==> config.mk <==
export PLATFORM = sky130hd
export DESIGN_NAME = decap_ctrl
export DESIGN_NICKNAME = d
export VERILOG_FILES = /design/src/rtl/decap_ctrl.sv
export SDC_FILE = /design/constraint.sdc
export NUM_CORES = 1
export LEC_CHECK = 0
export CAP_MARGIN = 5
export CORE_UTILIZATION = 45
export DETAILED_ROUTE_END_ITERATION = 12
export GPL_ROUTABILITY_DRIVEN = 0
export PLACE_DENSITY = 0.59
export SYNTH_ARGS = -nofsm -noshare
export SYNTH_HDL_FRONTEND = slang
export SYNTH_SLANG_ARGS = --single-unit
export TNS_END_PERCENT = 20
==> constraint.sdc <==
create_clock -name i_clk -period 7.2 [get_ports i_clk]
set_clock_uncertainty 0.15 [all_clocks]
set_input_delay 1.44 -clock i_clk [delete_from_list [all_inputs] [get_ports i_clk]]
set_output_delay 1.44 -clock i_clk [all_outputs]
set_load 0.02 [all_outputs]
==> src/rtl/decap_ctrl.sv <==
// Decapsulation controller: per-header-type rule table feeding slice/data offset,
// length and enable to the decapsulator, with packet and error accounting.
module decap_ctrl #(
  parameter int RULE_NUM = 16,
  parameter int LEN_MAX  = 31
) (
  input  logic        i_clk,
  input  logic        i_rst_n,
  input  logic        i_ctrl_en,
  input  logic        i_head_start,
  input  logic [3:0]  i_head_type,
  input  logic        i_pkt_tail,
  input  logic        i_cfg_wren,
  input  logic        i_cfg_rden,
  input  logic [3:0]  i_cfg_addr,
  input  logic [16:0] i_cfg_wdata,
  output logic [16:0] o_cfg_rdata,
  output logic        o_cfg_rvalid,
  output logic [3:0]  o_metaSliceOffset,
  output logic [5:0]  o_metaDataOffset,
  output logic [5:0]  o_decapLength,
  output logic        o_decapEn,
  output logic        o_busy,
  output logic [15:0] o_pkt_cnt,
  output logic [7:0]  o_err_cnt
);

  typedef enum logic [0:0] {
    IDLE   = 1'b0,
    ACTIVE = 1'b1
  } state_t;

  localparam logic [4:0] RULE_LIM = 5'(RULE_NUM);
  localparam logic [5:0] LEN_LIM  = 6'(LEN_MAX);

  state_t      state_r;
  logic [16:0] table_r [RULE_NUM];
  logic [16:0] rule_s;
  logic        len_ok_s;
  logic        eff_en_s;
  logic        len_err_s;
  logic        miss_tail_s;
  logic        err_inc_s;
  logic        wr_ok_s;
  logic        rd_ok_s;
  logic [3:0]  hold_slice_r;
  logic [5:0]  hold_data_r;
  logic [5:0]  hold_len_r;
  logic        hold_en_r;
  logic [16:0] rdata_r;
  logic        rvalid_r;
  logic [15:0] pkt_cnt_r;
  logic [7:0]  err_cnt_r;

  // Rule lookup for the header type presented this cycle; unmapped types read as empty.
  always_comb begin
    rule_s = 17'd0;
    if ({1'b0, i_head_type} < RULE_LIM) begin
      rule_s = table_r[i_head_type];
    end else begin
      rule_s = 17'd0;
    end
  end

  assign len_ok_s    = (rule_s[5:0] <= LEN_LIM);
  assign eff_en_s    = rule_s[16] & i_ctrl_en & len_ok_s;
  assign len_err_s   = rule_s[16] & ~len_ok_s;
  assign miss_tail_s = (state_r == ACTIVE) & ~i_pkt_tail;
  // Length error and missing tail in one start count as a single error.
  assign err_inc_s   = i_head_start & (len_err_s | miss_tail_s);
  assign wr_ok_s     = i_cfg_wren & ({1'b0, i_cfg_addr} < RULE_LIM);
  assign rd_ok_s     = ({1'b0, i_cfg_addr} < RULE_LIM);

  // Start cycle is zero-latency from the table; otherwise the held values drive out.
  assign o_metaSliceOffset = i_head_start ? rule_s[15:12] : hold_slice_r;
  assign o_metaDataOffset  = i_head_start ? rule_s[11:6]  : hold_data_r;
  assign o_decapLength     = i_head_start ? rule_s[5:0]   : hold_len_r;
  assign o_decapEn         = i_head_start ? eff_en_s      : hold_en_r;
  assign o_busy            = (state_r == ACTIVE);
  assign o_cfg_rdata       = rdata_r;
  assign o_cfg_rvalid      = rvalid_r;
  assign o_pkt_cnt         = pkt_cnt_r;
  assign o_err_cnt         = err_cnt_r;

  // Rule table storage.
  always_ff @(posedge i_clk or negedge i_rst_n) begin
    if (!i_rst_n) begin
      for (int i = 0; i < RULE_NUM; i++) begin
        table_r[i] <= 17'd0;
      end
    end else if (wr_ok_s) begin
      table_r[i_cfg_addr] <= i_cfg_wdata;
    end
  end

  // Registered config read; a same-address write in this cycle is not yet visible.
  always_ff @(posedge i_clk or negedge i_rst_n) begin
    if (!i_rst_n) begin
      rdata_r  <= 17'd0;
      rvalid_r <= 1'b0;
    end else begin
      rvalid_r <= i_cfg_rden;
      if (i_cfg_rden) begin
        rdata_r <= rd_ok_s ? table_r[i_cfg_addr] : 17'd0;
      end
    end
  end

  // Packet FSM and the hold registers latched on every start.
  always_ff @(posedge i_clk or negedge i_rst_n) begin
    if (!i_rst_n) begin
      state_r      <= IDLE;
      hold_slice_r <= 4'd0;
      hold_data_r  <= 6'd0;
      hold_len_r   <= 6'd0;
      hold_en_r    <= 1'b0;
    end else begin
      if (i_head_start) begin
        hold_slice_r <= rule_s[15:12];
        hold_data_r  <= rule_s[11:6];
        hold_len_r   <= rule_s[5:0];
        hold_en_r    <= eff_en_s;
      end
      case (state_r)
        IDLE: begin
          if (i_head_start) begin
            state_r <= ACTIVE;
          end
        end
        ACTIVE: begin
          if (!i_head_start && i_pkt_tail) begin
            state_r <= IDLE;
          end
        end
        default: begin
          state_r <= IDLE;
        end
      endcase
    end
  end

  // Packet counter wraps; error counter saturates.
  always_ff @(posedge i_clk or negedge i_rst_n) begin
    if (!i_rst_n) begin
      pkt_cnt_r <= 16'd0;
      err_cnt_r <= 8'd0;
    end else begin
      if (i_head_start && eff_en_s) begin
        pkt_cnt_r <= pkt_cnt_r + 16'd1;
      end
      if (err_inc_s && (err_cnt_r != 8'hFF)) begin
        err_cnt_r <= err_cnt_r + 8'd1;
      end
    end
  end

endmodule
==> impl_results.html, run 1 <==
<table>
<tr><th>Metric</th><th>Value</th></tr>
<tr><th colspan="2">Detailed routing</th></tr>
<tr><td>Number of nets still failing antenna checks after routing</td><td>0</td></tr>
<tr><td>Number of vias in the routed layout</td><td>9613</td></tr>
<tr><td>Starting DRT DRC Count</td><td>565</td></tr>
<tr><td>DRT Pass-1 Iters</td><td>4</td></tr>
<tr><td>Routed vias/inst</td><td>6.119</td></tr>
<tr><td>Number of design rule violations left after detail routing</td><td>0</td></tr>
<tr><td>Routed Wire Length</td><td>42400 microns</td></tr>
<tr><td>Average wire length per cell after detail routing</td><td>26.99 microns</td></tr>
<tr><th colspan="2">Worst setup path</th></tr>
<tr><td>Crit path buf inv count</td><td>3</td></tr>
<tr><td>Highest cell delay on the worst timing path</td><td>540 ps</td></tr>
<tr><td>CP Launch Type</td><td>input port</td></tr>
<tr><td>Cell with the largest stage delay on the worst path</td><td>sky130_fd_sc_hd__mux4_2</td></tr>
<tr><td>Worst Setup Path Type</td><td>input port to primary output</td></tr>
<tr><td>Family with the most delay on the worst path</td><td>buffers and inverters</td></tr>
<tr><td>Endpoint kind of the worst setup timing path</td><td>primary output</td></tr>
<tr><td>Max Fanout on Critical Path</td><td>31</td></tr>
<tr><td>Critical Path AT</td><td>4290 ps</td></tr>
<tr><td>Required arrival time at the worst endpoint</td><td>5610 ps</td></tr>
<tr><td>Critical Path, Cell by Cell</td><td>buf_4 -&gt; buf_4 -&gt; mux4_2 -&gt; mux4_2 -&gt; mux2_2 -&gt; clkdlybuf4s50_1</td></tr>
<tr><th colspan="2">Power</th></tr>
<tr><td>Switching Share</td><td>26.87%</td></tr>
<tr><td>Sw power</td><td>1.650 mW</td></tr>
<tr><td>Fraction of power consumed by the clock network</td><td>33.4%</td></tr>
<tr><td>Total power consumption of the routed design</td><td>6.141 mW</td></tr>
<tr><td>Design internal power</td><td>4.491 mW</td></tr>
<tr><td>Leakage power</td><td>7.896 nW</td></tr>
<tr><td>Largest voltage drop on the vdd net</td><td>0.2608 mV</td></tr>
<tr><td>Combinational cell fraction of total power</td><td>23.8%</td></tr>
<tr><td>Seq pwr share</td><td>42.8%</td></tr>
<tr><td>Power density over the cells</td><td>317.7 mW/mm^2</td></tr>
<tr><th colspan="2">Clock network</th></tr>
<tr><td>CTS Sinks</td><td>332</td></tr>
<tr><td>Postcts setup bufs</td><td>0</td></tr>
<tr><td>Clock root cell</td><td>sky130_fd_sc_hd__clkbuf_16</td></tr>
<tr><td>CTS Hold Buffers Added</td><td>0</td></tr>
<tr><td>Clock tree from TritonCTS</td><td>yes</td></tr>
<tr><td>CTS H-Tree Depth</td><td>2</td></tr>
<tr><td>Worst-skew pair later-pin latency</td><td>550 ps</td></tr>
<tr><td>Max Buffers Root-to-Sink</td><td>3</td></tr>
<tr><td>Number of buffers created by CTS</td><td>38</td></tr>
<tr><td>Clock Pin Slew Worst Setup and Hold Paths</td><td>60 ps</td></tr>
<tr><td>Gates resized, CTS repair</td><td>0</td></tr>
<tr><th colspan="2">STA</th></tr>
<tr><td>Worst hold slack</td><td>323.7 ps</td></tr>
<tr><td>Total count of max-transition violations in the final report</td><td>0</td></tr>
<tr><td>Ratio of final minimum period to clock period</td><td>81.72%</td></tr>
<tr><td>Setup violation total in the final timing report</td><td>0</td></tr>
<tr><td>TNS Setup</td><td>0 ps</td></tr>
<tr><td>Number of hold violations in the final report</td><td>0</td></tr>
<tr><td>Maximum clock rate</td><td>170.0 MHz</td></tr>
<tr><td>Worst rel slew slack</td><td>30.63%</td></tr>
<tr><td>Shortest period the worst path allows</td><td>5884 ps</td></tr>
<tr><td>Min setup slack post-route</td><td>1316 ps</td></tr>
<tr><td>Slew at the pin closest to its max-slew limit</td><td>1041 ps</td></tr>
<tr><td>RSZ-0062 raised after global routing</td><td>no</td></tr>
<tr><th colspan="2">Floorplan</th></tr>
<tr><td>Vertical extent of the die</td><td>194.5 microns</td></tr>
<tr><td>Effective utilization at floorplan</td><td>45.67%</td></tr>
<tr><td>Die width</td><td>194.5 microns</td></tr>
<tr><td>Die footprint</td><td>0.03784 sq mm</td></tr>
<tr><td>Placement row count</td><td>70</td></tr>
<tr><td>IO Pins</td><td>92</td></tr>
<tr><td>Total core area</td><td>0.03652 sq mm</td></tr>
<tr><th colspan="2">Logic synthesis</th></tr>
<tr><td>Mean post-synth cell area</td><td>16.68 sq um</td></tr>
<tr><td>Yosys warning total</td><td>0</td></tr>
<tr><td>Synthesized cell area</td><td>0.01668 sq mm</td></tr>
<tr><td>Synth area leaders</td><td>sky130_fd_sc_hd__dfrtp_1 50%, sky130_fd_sc_hd__mux4_2 23%, sky130_fd_sc_hd__mux2_2 21%</td></tr>
<tr><td>Most frequently used flop master after synthesis</td><td>sky130_fd_sc_hd__dfrtp_1</td></tr>
<tr><td>Async set-reset flop share out of synthesis</td><td>100.0%</td></tr>
<tr><td>Number of distinct standard cells referenced by the synthesized netlist</td><td>34</td></tr>
<tr><td>Sequential-to-total area share from yosys stat</td><td>49.80%</td></tr>
<tr><td>Leading area contributor after synthesis</td><td>sky130_fd_sc_hd__dfrtp_1</td></tr>
<tr><td>Yosys reg bits</td><td>332</td></tr>
<tr><td>Gate count after technology mapping</td><td>1000</td></tr>
<tr><td>Yosys top cell area share</td><td>49.80%</td></tr>
<tr><td>Syn Nets</td><td>1034</td></tr>
<tr><td>Post-synth EDFFs</td><td>0</td></tr>
<tr><th colspan="2">Placed design</th></tr>
<tr><td>Post-place instance area</td><td>0.01800 sq mm</td></tr>
<tr><td>Port buffer count</td><td>91</td></tr>
<tr><td>Place WS</td><td>1242 ps</td></tr>
<tr><td>Post-detailed-placement half-perimeter wirelength</td><td>25480 microns</td></tr>
<tr><td>DP Cell Count</td><td>1503</td></tr>
<tr><th colspan="2">GRT</th></tr>
<tr><td>Pin count of the biggest net entering global routing</td><td>140</td></tr>
<tr><td>Overall fraction of global-route tracks in use</td><td>23.66%</td></tr>
<tr><td>Overflow left after global routing</td><td>0</td></tr>
<tr><td>Antenna violations before repair</td><td>2</td></tr>
<tr><td>Vias in the first global route</td><td>10.20k</td></tr>
<tr><td>First-pass GRT wire length</td><td>65990 microns</td></tr>
<tr><th colspan="2">Finish</th></tr>
<tr><td>Ant diodes</td><td>0</td></tr>
<tr><td>Filler cell count</td><td>3009</td></tr>
<tr><td>Leading cell types in the layout, fill and taps excluded</td><td>332 x sky130_fd_sc_hd__dfrtp_1, 307 x sky130_fd_sc_hd__mux2_2, 168 x sky130_fd_sc_hd__mux4_2</td></tr>
<tr><td>Number of nets in the final layout</td><td>1109</td></tr>
<tr><td>Area growth syn-to-layout</td><td>15.89%</td></tr>
<tr><td>Filler-free cell count of the finished design</td><td>1571</td></tr>
<tr><td>Share of layout cells above drive strength 1</td><td>53.40%</td></tr>
<tr><td>Final design area excluding fillers</td><td>0.01933 sq mm</td></tr>
<tr><td>Final Util</td><td>52.93%</td></tr>
<tr><td>Most frequent standard cell in the layout excluding fill and tap cells</td><td>sky130_fd_sc_hd__dfrtp_1</td></tr>
<tr><th colspan="2">Status</th></tr>
<tr><td>Run status</td><td>finished, final reports clean</td></tr>
<tr><th colspan="2">Run</th></tr>
<tr><td>Number of maximum-capacitance constraint violations</td><td>0</td></tr>
<tr><th colspan="2">Min path</th></tr>
<tr><td>Worst min-delay path category</td><td>flip-flop to flip-flop</td></tr>
</table>
worst reg2reg max path, cell delays in order (launching register included):
cell and delay (ps):
sky130_fd_sc_hd__dfrtp_1 410, sky130_fd_sc_hd__mux4_2 500, sky130_fd_sc_hd__a22oi_1 160, sky130_fd_sc_hd__and3_1 300, sky130_fd_sc_hd__o21ai_4 130, sky130_fd_sc_hd__nand3_1 180
sky130_fd_sc_hd__mux2_2 350
flip-flops by register name, indices dropped and copies added (netlist names):
signal        flops
hold_data_r       6
table_r         272
o_pkt_cnt        16
o_busy            1
o_err_cnt         8
hold_en_r         1
hold_slice_r      4
hold_len_r        6
o_cfg_rvalid      1
o_cfg_rdata      17
path summary, 6_finish.rpt:
path | startpoint | to | slack, ps | depth (start not counted)
min reg2reg | o_pkt_cnt[15] | o_pkt_cnt[15] | 320 | 1
min | o_pkt_cnt[15] | o_pkt_cnt[15] | 320 | 1
max in group asynchronous | i_rst_n | hold_len_r[2] | 4620 | 2
max | i_head_type[0] | o_decapLength[3] | 1320 | 6
min in group asynchronous | i_rst_n | table_r[251] | 780 | 1
max reg2reg | table_r[237] | o_err_cnt[1] | 4910 | 6
kinds of logic (layout without fill, tap and decap cells):
family | Yosys count | after routing | synth area share (%)
muxes | 475 | 475 | 43.41
xor gates and xnor gates | 20 | 20 | 1.050
adders and majority gates | 2 | 2 | 0.1500
DFF | 332 | 332 | 49.80
AOI/OAI and AO/OA | 6 | 6 | 0.3301
buffers and inverters | 86 | 189 | 2.648
and+or+nand+nor | 79 | 79 | 2.610
cell usage after synthesis, drive strengths merged (3+ instances only):
cell,number
nand4,11
nand2,15
dfrtp,332
xnor2,19
nand3,13
buf,49
nand3b,3
mux4,168
mux2,307
clkbuf,35
nor2,14
nand2b,4
nor2b,4
and3,8
or3,3
metal layers:
metal  share of wire [%]  track usage [%]  vias to the layer above
met5               0.050                0                        -
met2                  48            37.78                      256
met4                 2.2            6.114                        4
met1                  45            32.75                     5250
met3                 5.1            5.431                       65
li1                    -                -                     4038
area by class of cell:
type	count	area, sq um	area share [%]
clock inverters	15	180.2	0.9320
flip-flops and latches	332	8308	42.98
inverters	2	7.507	0.03884
well taps	468	585.6	3.029
repair buffers	119	1141	5.903
multi-input cells	582	7958	41.17
clock buffers	53	1151	5.955
power by group through the flow:
stage	Sequential, mW	Combinational [mW]	Clock, mW
finish	2.63	1.46	2.05
global route	2.70	1.57	2.18
CTS	2.63	1.48	2.11
detailed placement	2.66	1.47	0
global placement	2.65	1.45	0
floorplan	2.62	0.989	0
Power figures use the tool's default switching activity.
==> inputs of run 2 (changes only) <==
PLACE_DENSITY = 0.61   (was 0.59)
clock period = 5.3 ns   (was 7.2 ns; I/O delays follow)
==> impl_results.html, run 2 (same netlist as run 1, synthesis figures left out) <==
<table>
<tr><th>Metric</th><th>Value</th></tr>
<tr><th colspan="2">Finish</th></tr>
<tr><td>Leading cell types in the layout, fill and taps excluded</td><td>332 x sky130_fd_sc_hd__dfrtp_1, 307 x sky130_fd_sc_hd__mux2_2, 168 x sky130_fd_sc_hd__mux4_2</td></tr>
<tr><td>Top reg by flops</td><td>table_r</td></tr>
<tr><td>Share of layout cells above drive strength 1</td><td>53.61% (+0.21 points)</td></tr>
<tr><td>Number of nets in the final layout</td><td>1126 (+1.5%)</td></tr>
<tr><td>Area growth syn-to-layout</td><td>17.03%</td></tr>
<tr><td>Ant diodes</td><td>0 (unchanged)</td></tr>
<tr><td>Filler-free cell count of the finished design</td><td>1589 (+1.1%)</td></tr>
<tr><td>Most frequent standard cell in the layout excluding fill and tap cells</td><td>sky130_fd_sc_hd__dfrtp_1</td></tr>
<tr><td>Final Util</td><td>53.45% (+0.52 points)</td></tr>
<tr><td>Number of flip-flops under the largest register name</td><td>272 (unchanged)</td></tr>
<tr><th colspan="2">Worst setup path</th></tr>
<tr><td>Reg-to-reg setup timing slack</td><td>3050 ps (-1860 ps)</td></tr>
<tr><td>Max Fanout on Critical Path</td><td>24 (-23%)</td></tr>
<tr><td>Count of cells along the worst register-to-register path</td><td>6 (unchanged)</td></tr>
<tr><td>Critical Path AT</td><td>3480 ps (-810 ps)</td></tr>
<tr><td>Required arrival time at the worst endpoint</td><td>4090 ps (-1520 ps)</td></tr>
<tr><td>Worst Setup Path Type</td><td>input port to primary output</td></tr>
<tr><td>Endpoint kind of the worst setup timing path</td><td>primary output</td></tr>
<tr><td>CP Launch Type</td><td>input port</td></tr>
<tr><th colspan="2">Detailed routing</th></tr>
<tr><td>Number of design rule violations left after detail routing</td><td>0 (unchanged)</td></tr>
<tr><td>DRT Pass-1 Iters</td><td>5 (+1)</td></tr>
<tr><td>Routed vias/inst</td><td>6.086 (-0.55%)</td></tr>
<tr><td>Starting DRT DRC Count</td><td>557 (-1.4%)</td></tr>
<tr><td>Average wire length per cell after detail routing</td><td>26.27 microns (-2.6%)</td></tr>
<tr><td>Number of vias in the routed layout</td><td>9670 (+0.59%)</td></tr>
<tr><td>Routed Wire Length</td><td>41750 microns (-1.5%)</td></tr>
<tr><td>Number of nets still failing antenna checks after routing</td><td>0 (unchanged)</td></tr>
<tr><th colspan="2">STA</th></tr>
<tr><td>Setup violation total in the final timing report</td><td>0 (unchanged)</td></tr>
<tr><td>Total count of max-transition violations in the final report</td><td>0 (unchanged)</td></tr>
<tr><td>Worst rel slew slack</td><td>46.00% (+15 points)</td></tr>
<tr><td>Maximum clock rate</td><td>213.2 MHz</td></tr>
<tr><td>Shortest period the worst path allows</td><td>4691 ps</td></tr>
<tr><td>TNS Setup</td><td>0 ps (unchanged)</td></tr>
<tr><td>Ratio of final minimum period to clock period</td><td>88.50%</td></tr>
<tr><td>RSZ-0062 raised after global routing</td><td>no</td></tr>
<tr><td>Slew at the pin closest to its max-slew limit</td><td>810.0 ps (-230.6 ps)</td></tr>
<tr><td>Number of hold violations in the final report</td><td>0 (unchanged)</td></tr>
<tr><th colspan="2">Clock network</th></tr>
<tr><td>Clock tree from TritonCTS</td><td>yes</td></tr>
<tr><td>Gates resized, CTS repair</td><td>0 (unchanged)</td></tr>
<tr><td>Clock Pin Slew Worst Setup and Hold Paths</td><td>50 ps (about the same)</td></tr>
<tr><td>Max Buffers Root-to-Sink</td><td>3 (unchanged)</td></tr>
<tr><td>Clock root cell</td><td>sky130_fd_sc_hd__clkbuf_16</td></tr>
<tr><td>CTS Hold Buffers Added</td><td>0 (unchanged)</td></tr>
<tr><td>CTS Sinks</td><td>332 (unchanged)</td></tr>
<tr><td>Postcts setup bufs</td><td>0 (unchanged)</td></tr>
<tr><td>Worst-skew pair later-pin latency</td><td>550 ps (about the same)</td></tr>
<tr><td>Number of buffers created by CTS</td><td>38 (unchanged)</td></tr>
<tr><td>CTS H-Tree Depth</td><td>2 (unchanged)</td></tr>
<tr><th colspan="2">Power</th></tr>
<tr><td>Largest voltage drop on the vdd net</td><td>0.2999 mV (+15%)</td></tr>
<tr><td>Total power consumption of the routed design</td><td>8.314 mW (+35%)</td></tr>
<tr><td>Leakage power</td><td>7.998 nW (+1.3%)</td></tr>
<tr><td>Power density over the cells</td><td>425.9 mW/mm^2 (+34%)</td></tr>
<tr><th colspan="2">Floorplan</th></tr>
<tr><td>Die width</td><td>194.5 microns (unchanged)</td></tr>
<tr><td>Vertical extent of the die</td><td>194.5 microns (unchanged)</td></tr>
<tr><td>Placement row count</td><td>70 (unchanged)</td></tr>
<tr><td>Total core area</td><td>0.03652 sq mm (unchanged)</td></tr>
<tr><td>Die footprint</td><td>0.03784 sq mm (unchanged)</td></tr>
<tr><td>Effective utilization at floorplan</td><td>45.67% (unchanged)</td></tr>
<tr><td>IO Pins</td><td>92 (unchanged)</td></tr>
<tr><th colspan="2">GRT</th></tr>
<tr><td>Vias in the first global route</td><td>10.17k (-0.30%)</td></tr>
<tr><td>Overflow left after global routing</td><td>0 (unchanged)</td></tr>
<tr><td>First-pass GRT wire length</td><td>64640 microns (-2.0%)</td></tr>
<tr><td>Pin count of the biggest net entering global routing</td><td>102 (-27%)</td></tr>
<tr><td>Overall fraction of global-route tracks in use</td><td>23.09% (-0.56 points)</td></tr>
<tr><td>Antenna violations before repair</td><td>2 (unchanged)</td></tr>
<tr><th colspan="2">Status</th></tr>
<tr><td>Run status</td><td>finished, final reports clean</td></tr>
<tr><th colspan="2">Placed design</th></tr>
<tr><td>Port buffer count</td><td>91 (unchanged)</td></tr>
<tr><td>Post-detailed-placement half-perimeter wirelength</td><td>26330 microns (+3.3%)</td></tr>
<tr><td>DP Cell Count</td><td>1520 (+1.1%)</td></tr>
<tr><th colspan="2">Min path</th></tr>
<tr><td>Worst hold path depth</td><td>1 (unchanged)</td></tr>
<tr><td>Worst min-delay path category</td><td>flip-flop to flip-flop</td></tr>
<tr><th colspan="2">Run</th></tr>
<tr><td>Number of maximum-capacitance constraint violations</td><td>0 (unchanged)</td></tr>
</table>
## run 2: changes by cell type in the layout (fill, tap and decap cells not counted), sizes merged
cell    before  now
clkinv       9    5
bufinv       4    3
buf         35   52
clkbuf      53   59
## run 2: power breakdown
| group | leakage [nW] | total (mW) | switching [mW] | internal (mW) |
|---|---|---|---|---|
| clock | 0.649 | 2.75 | 1.06 | 1.69 |
| combinational | 3.25 | 1.98 | 0.733 | 1.25 |
| sequential | 4.10 | 3.58 | 0.428 | 3.15 |
## run 2: layout make-up
| class | instances | area (sq um) |
|---|---|---|
| fill | 3000 | 17000 |
| sequential | 332 | 8308 |
| multi-input combinational | 582 | 7954 |
| timing repair buffer | 136 | 1344 |
| clock buffer | 59 | 1194 |
| tap | 468 | 585.6 |
| clock inverter | 10 | 130.1 |
| inverter | 2 | 7.507 |
## run 2: layer usage
layer / track usage (%) / share of wire, % / up-vias
li1: - / - / 4089
met1: 31.80 / 44 / 5263
met3: 5.188 / 5.3 / 67
met2: 36.51 / 48 / 247
met4: 7.437 / 2.5 / 4
met5: 0 / 0.065 / -
## run 2: path summary, 6_finish.rpt
check | startpoint | end
setup / recovery | i_head_type[0] | o_metaDataOffset[5]
hold / removal | o_pkt_cnt[15] | o_pkt_cnt[15]
setup reg to reg | table_r[186] | o_err_cnt[1]
hold reg to reg | o_pkt_cnt[15] | o_pkt_cnt[15]
max in group asynchronous | i_rst_n | table_r[60]
min in group asynchronous | i_rst_n | o_pkt_cnt[12]
## run 2: metrics by stage
stage	worst slack [ps]	hold slack, ps	area [sq um]
floorplan	1290	341.1	16680
global placement	585.7	309.0	18200
detailed placement	572.0	318.3	18200
CTS	572.7	325.4	19520
global route	504.8	355.6	19520
finish	609.5	315.7	19520
## run 2: worst max-delay path: stages
cell and delay, ps:
sky130_fd_sc_hd__buf_4 230, sky130_fd_sc_hd__buf_12 250, sky130_fd_sc_hd__mux4_2 530, sky130_fd_sc_hd__mux4_2 540, sky130_fd_sc_hd__mux2_2 300, sky130_fd_sc_hd__clkdlybuf4s50_1 540
